[src/rtl/gemm_tile_controller.sv]
// Tile-loop sequencer (m outer, n, k inner) for a TileM x TileN x TileK MAC array.
// Optional perf counters: define GEMM_TILE_CTRL_PERF_EN.
module gemm_tile_controller #(
  parameter int AddrWidth = 16,
  parameter int TileM     = 4,
  parameter int TileN     = 16,
  parameter int TileK     = 1
) (
  input  logic                 clk_i,
  input  logic                 rst_ni,
  input  logic                 start_i,
  input  logic [AddrWidth-1:0] M_size_i,
  input  logic [AddrWidth-1:0] K_size_i,
  input  logic [AddrWidth-1:0] N_size_i,
  input  logic                 input_valid_i,
  output logic                 input_ready_o,
  output logic                 acc_clear_o,
  output logic [AddrWidth-1:0] M_count_o,
  output logic [AddrWidth-1:0] K_count_o,
  output logic [AddrWidth-1:0] N_count_o,
  output logic                 result_valid_o,
  input  logic                 result_ready_i,
  output logic [AddrWidth-1:0] result_m_o,
  output logic [AddrWidth-1:0] result_n_o,
  output logic                 busy_o,
  output logic                 done_o,
  output logic                 error_o,
  output logic [31:0]          perf_cycles_o,
  output logic [31:0]          perf_stalls_o
);
  localparam int MShift = $clog2(TileM);
  localparam int NShift = $clog2(TileN);
  localparam int KShift = $clog2(TileK);
  localparam logic [AddrWidth-1:0] MMask = AddrWidth'(TileM - 1);
  localparam logic [AddrWidth-1:0] NMask = AddrWidth'(TileN - 1);
  localparam logic [AddrWidth-1:0] KMask = AddrWidth'(TileK - 1);
  localparam logic [AddrWidth-1:0] One   = AddrWidth'(1);

  typedef enum logic [1:0] {
    IDLE   = 2'd0,
    BUSY   = 2'd1,
    DRAIN  = 2'd2,
    FINISH = 2'd3
  } state_e;

  state_e               state_r, state_s;
  logic [AddrWidth-1:0] m_r, n_r, k_r;
  logic [AddrWidth-1:0] m_last_r, n_last_r, k_last_r;
  logic [AddrWidth-1:0] res_m_r, res_n_r;
  logic                 pending_r, done_r, error_r, err_flag_r;
  logic                 sizes_ok_s, start_s, step_s, res_take_s;
  logic                 k_wrap_s, n_wrap_s, m_wrap_s, last_step_s;

  assign sizes_ok_s  = (M_size_i != '0) && ((M_size_i & MMask) == '0) &&
                       (N_size_i != '0) && ((N_size_i & NMask) == '0) &&
                       (K_size_i != '0) && ((K_size_i & KMask) == '0);
  assign start_s     = (state_r == IDLE) && start_i;
  assign input_ready_o = (state_r == BUSY) && !(pending_r && !result_ready_i);
  assign step_s      = input_valid_i && input_ready_o;
  assign acc_clear_o = step_s && (k_r == '0);
  assign res_take_s  = pending_r && result_ready_i;
  assign k_wrap_s    = (k_r == k_last_r);
  assign n_wrap_s    = (n_r == n_last_r);
  assign m_wrap_s    = (m_r == m_last_r);
  assign last_step_s = step_s && k_wrap_s && n_wrap_s && m_wrap_s;

  assign M_count_o      = m_r;
  assign N_count_o      = n_r;
  assign K_count_o      = k_r;
  assign result_valid_o = pending_r;
  assign result_m_o     = res_m_r;
  assign result_n_o     = res_n_r;
  assign busy_o         = (state_r != IDLE);
  assign done_o         = done_r;
  assign error_o        = error_r;

  // State register.
  always_ff @(posedge clk_i or negedge rst_ni) begin
    if (!rst_ni) state_r <= IDLE;
    else         state_r <= state_s;
  end

  // Next-state logic; an invalid start goes straight to FINISH with no steps.
  always_comb begin
    state_s = state_r;
    case (state_r)
      IDLE: begin
        if (start_i) state_s = sizes_ok_s ? BUSY : FINISH;
        else         state_s = IDLE;
      end
      BUSY: begin
        if (last_step_s) state_s = DRAIN;
        else             state_s = BUSY;
      end
      DRAIN: begin
        if (!pending_r || res_take_s) state_s = FINISH;
        else                          state_s = DRAIN;
      end
      FINISH:  state_s = IDLE;
      default: state_s = IDLE;
    endcase
  end

  // Tile totals (stored as last index) and error flag captured on start.
  always_ff @(posedge clk_i or negedge rst_ni) begin
    if (!rst_ni) begin
      m_last_r   <= '0;
      n_last_r   <= '0;
      k_last_r   <= '0;
      err_flag_r <= 1'b0;
    end else if (start_s) begin
      err_flag_r <= !sizes_ok_s;
      if (sizes_ok_s) begin
        m_last_r <= (M_size_i >> MShift) - One;
        n_last_r <= (N_size_i >> NShift) - One;
        k_last_r <= (K_size_i >> KShift) - One;
      end
    end
  end

  // Loop-nest counters: k innermost, then n, then m.
  always_ff @(posedge clk_i or negedge rst_ni) begin
    if (!rst_ni) begin
      m_r <= '0;
      n_r <= '0;
      k_r <= '0;
    end else if (state_r == FINISH) begin
      m_r <= '0;
      n_r <= '0;
      k_r <= '0;
    end else if (step_s) begin
      if (k_wrap_s) begin
        k_r <= '0;
        if (n_wrap_s) begin
          n_r <= '0;
          m_r <= m_wrap_s ? '0 : m_r + One;
        end else begin
          n_r <= n_r + One;
        end
      end else begin
        k_r <= k_r + One;
      end
    end
  end

  // Result hold register; a new completion in the same cycle as a take wins.
  always_ff @(posedge clk_i or negedge rst_ni) begin
    if (!rst_ni) begin
      pending_r <= 1'b0;
      res_m_r   <= '0;
      res_n_r   <= '0;
    end else if (step_s && k_wrap_s) begin
      pending_r <= 1'b1;
      res_m_r   <= m_r;
      res_n_r   <= n_r;
    end else if (res_take_s) begin
      pending_r <= 1'b0;
    end
  end

  // Completion and error pulses, one cycle after FINISH.
  always_ff @(posedge clk_i or negedge rst_ni) begin
    if (!rst_ni) begin
      done_r  <= 1'b0;
      error_r <= 1'b0;
    end else begin
      done_r  <= (state_r == FINISH);
      error_r <= (state_r == FINISH) && err_flag_r;
    end
  end

`ifdef GEMM_TILE_CTRL_PERF_EN
  logic [31:0] perf_cycles_r, perf_stalls_r;

  // Saturating busy-cycle and input-stall counters, cleared on start.
  always_ff @(posedge clk_i or negedge rst_ni) begin
    if (!rst_ni) begin
      perf_cycles_r <= '0;
      perf_stalls_r <= '0;
    end else if (start_s) begin
      perf_cycles_r <= '0;
      perf_stalls_r <= '0;
    end else begin
      if (busy_o && (perf_cycles_r != '1))
        perf_cycles_r <= perf_cycles_r + 32'd1;
      if ((state_r == BUSY) && input_valid_i && !input_ready_o && (perf_stalls_r != '1))
        perf_stalls_r <= perf_stalls_r + 32'd1;
    end
  end

  assign perf_cycles_o = perf_cycles_r;
  assign perf_stalls_o = perf_stalls_r;
`else
  assign perf_cycles_o = 32'd0;
  assign perf_stalls_o = 32'd0;
`endif

endmodule
[config.mk]
export PLATFORM = sky130hd
export DESIGN_NAME = gemm_tile_controller
export DESIGN_NICKNAME = d
export VERILOG_FILES = /design/src/rtl/gemm_tile_controller.sv
export SDC_FILE = /design/constraint.sdc
export NUM_CORES = 1
export LEC_CHECK = 0
export CORE_UTILIZATION = 53
export DETAILED_ROUTE_END_ITERATION = 8
export PLACE_DENSITY = 0.93
export SLEW_MARGIN = 20
export SYNTH_ARGS = -nofsm -noshare
export SYNTH_HDL_FRONTEND = slang
export SYNTH_SLANG_ARGS = --single-unit
[constraint.sdc]
create_clock -name clk_i -period 3.75 [get_ports clk_i]
set_clock_uncertainty 0.1 [all_clocks]
set_input_delay 0.5625 -clock clk_i [delete_from_list [all_inputs] [get_ports clk_i]]
set_output_delay 0.5625 -clock clk_i [all_outputs]
set_load 0.01 [all_outputs]
==> metrics.md <==
| Metric | Value |
|---|---|
| Crit Path Max Fanout | `6` |
| Fin. Hold Viols | `0` |
| Part of the cycle the worst path needs | `82.8%` |
| Area delta synth->final | `24.7%` |
| Fillers | `1064` |
| FF-to-FF Start | `K_count_o[11]$_DFFE_PN0P_` |
| GRT Overall Usage | `a little over a quarter` |
| Async S/R FF share, synth | `100%` |
| Non-filler cells, final | `around 1200` |
| Post-detailed-route wirelength per cell | `16.2 µm` |
| Worst r2r dst | `M_count_o[13]$_DFFE_PN0P_` |
| RSZ-0062 raised after global routing | `false` |
| Avg Inst Size Synth | `approximately 8.9 µm²` |
| Max frequency | `322 MHz` |
| Die area | `14800 µm²` |
| CTS resizes | `0` |
| Core ar. | `13900 µm²` |
| Clk_lat worst skew | `430 ps` |
| Flop2flop setup slack | `860 ps` |
| Slew @ Worst Pin | `slightly below 800 ps` |
| Layout cells sized above 1 | `6.12%` |
| Nets | `1048` |
| CTS clk-pin slew, worst paths | `50 ps` |
| Initial Utilization | `a little over half` |
| Synth top area cells | `dfrtp_1, xnor2_1, buf_4` |
| 1st-iter DRT viols | `607` |
| Kind of start point of the critical path | `primary input` |
| Top-Level Pins | `203` |
| Pre-antenna DRT Iters | `5` |
| Post-synthesis sequential area ratio | `42.9%` |
| Post-Synthesis Cells | `851` |
| Worst min path class | `in2async` |
| Root buffer cell | `clkbuf_16` |
| # rows | `43` |
| Power Dens Cells | `between 400 and 500 nW/µm²` |
| Antenna Nets Post-Route | `0` |
| CTS tree | `done` |
| Yosys cell types | `53` |
| Max Cap Viol | `0` |
| Final TNS setup | `0 ps` |
| Final Setup Violations | `0` |
| EDFF count, synth | `0` |
| Synthesized cell area | `7590 µm²` |
| Routability Congestion | `0.850` |
| Max clock buf depth | `2` |
| ANT cells | `0` |
| Total gr overflow | `0` |
| Synth Flop Type | `dfrtp_1` |
| CP arrival | `around 2400 ps` |
| Final Critical Period | `3100 ps` |
| Total of warnings raised by yosys | `0` |
| Total internal power | `0.00302 W` |
| Pin count of the biggest net entering global routing | `60` |
| Outcome | `completed` |
| Die Width | `roughly 120 µm` |
| Setup crit end kind | `output pin` |
| Max VDD drop | `about 370 µV` |
| Max H-tree Level | `4` |
| Slew margin rel. | `46.6%` |
| Hold slack | `69.7 ps` |
| Logic pwr share | `27.9%` |
| Clock power frac | `33.3%` |
| Total Wirelength | `19.0 mm` |
| Die H | `122 µm` |
| Vias in the first global route | `6208` |
| First-pass GRT wire length | `30.8 mm` |
| Clk sinks | `130` |
| #FFs+latches synth | `130` |
| Switching Share | `33.2%` |
| Vias per inst | `5.64` |
| Initial antenna violation count | `0` |
| Detailed placement HPWL | `13.7 mm` |
| Critical Path RT | `3090 ps` |
| # DRC | `0` |
| Setup CP Type | `in2out` |
| R2R depth | `8` |
| TritonCTS buffer count | `17` |
| Sequential power share | `38.8%` |
| Setup repair bufs after CTS | `0` |
| Cells after DPL | `1146` |
| Max-slew violation count | `0` |
| Vias | `6627` |
| Yosys top cell area share | `42.9%` |
| P_sw | `0.00150 W` |
| Leading area contributor after synthesis | `dfrtp_1` |
| # hold bufs at CTS | `0` |
| Input/output buffers | `138` |
| Pleak | `4.16 nW` |
final cells by class:
| cell class | instances | area (µm²) | area share, % |
|---|---|---|---|
| multi-input combinational | 661 | 3820 | 40.4 |
| timing repair buffer | 158 | 1560 | 16.5 |
| inverter | 17 | 63.8 | 0.675 |
| clock inverter | 6 | 30.0 | 0.318 |
| clock buffer | 24 | 502 | 5.31 |
| tap | 180 | 225 | 2.38 |
| sequential | 130 | 3250 | 34.4 |
flip-flops by register name, summed over array words and instances (netlist names), 2 cells and up:
register,flops
K_count_o,16
M_count_o,16
N_count_o,16
k_last_r,16
m_last_r,15
n_last_r,13
result_m_o,16
result_n_o,16
state_r,2
per-layer routing:
| layer | up-vias | global-route usage, % | wire length (µm) |
|---|---|---|---|
| li1 | 3088 | - | - |
| met1 | 3158 | 34.0 | 7820 |
| met2 | 336 | 43.8 | 9270 |
| met3 | 45 | 6.27 | 1480 |
| met4 | 0 | 12.0 | 464 |
| met5 | - | 0 | 0 |
stage by stage:
step	power, W	util, %	setup WS, ps	instance area [µm²]
2_1_floorplan	0.00253	-	1220	7820
3_3_place_gp	0.00295	63.9	215	8910
3_5_place_dp	0.00300	64.0	434	8920
4_1_cts	0.00451	67.9	655	9460
5_1_grt	0.00472	67.9	571	9460
6_report	0.00452	67.9	646	9460
how the worst max path moves through the flow:
stage | cells after the start | to | slack (ps) | from
detailed placement | 10 | n_last_r[4]$_DFFE_PN0P_ | 430 | N_size_i[8]
floorplan | 6 | k_last_r[0]$_DFFE_PN0P_ | 1220 | N_size_i[10]
CTS | 5 | acc_clear_o | 660 | result_ready_i
global route | 5 | acc_clear_o | 570 | result_ready_i
finish | 5 | acc_clear_o | 650 | result_ready_i
global placement | 7 | m_last_r[1]$_DFFE_PN0P_ | 210 | N_size_i[3]
cells in the final DEF, fill, tap and decap left out, types with 8 or more instances in the layout:
cell               n
nor2_1            80
nor4_1            16
xor2_1            25
conb_1            64
o21ai_0           18
dfrtp_1          130
or4_1             11
nand3_1           23
nor3b_1            9
ha_1              10
buf_4             18
inv_1             16
xnor2_1           66
nand4_1           21
clkbuf_16         17
o31ai_1            8
and3_1            12
nand2_1          126
clkdlybuf4s50_1  137
a21oi_1           63
or3_1              8
nor3_1            22
a32o_1             9
critical path: stages:
cell             delay (ps)
clkdlybuf4s50_1         450
nand2b_1                270
nand4b_1                320
nor3_1                  260
clkdlybuf4s50_1         570
synthesized netlist by cell type (18+ instances only):
cell type / instances
a21oi_1: 63
buf_4: 64
clkbuf_1: 25
dfrtp_1: 130
nand2_1: 127
nand3_1: 23
nand4_1: 21
nor2_1: 80
nor3_1: 22
o21ai_0: 18
xnor2_1: 66
xor2_1: 25
power groups by stage:
stage | clock network (W) | logic (W) | registers [W]
2_1_floorplan | 0 | 0.000814 | 0.00172
3_3_place_gp | 0 | 0.00119 | 0.00176
3_5_place_dp | 0 | 0.00124 | 0.00177
4_1_cts | 0.00151 | 0.00125 | 0.00175
5_1_grt | 0.00157 | 0.00138 | 0.00177
6_report | 0.00151 | 0.00126 | 0.00175
logic make-up (layout without fill, tap and decap cells):
family	after synthesis	count (layout)	synth area share, %
buffers and inverters	123	205	10.0
flip-flops	130	130	42.9
other	1	64	0.0494
XOR/XNOR	91	91	10.5
multiplexers	6	6	1.06
AO/OA/AOI/OAI	123	123	9.81
AND/OR/NAND/NOR	367	367	24.0
adder cells (fa/ha/maj)	10	10	1.65
Note: power is estimated with default switching activity, not from simulation.
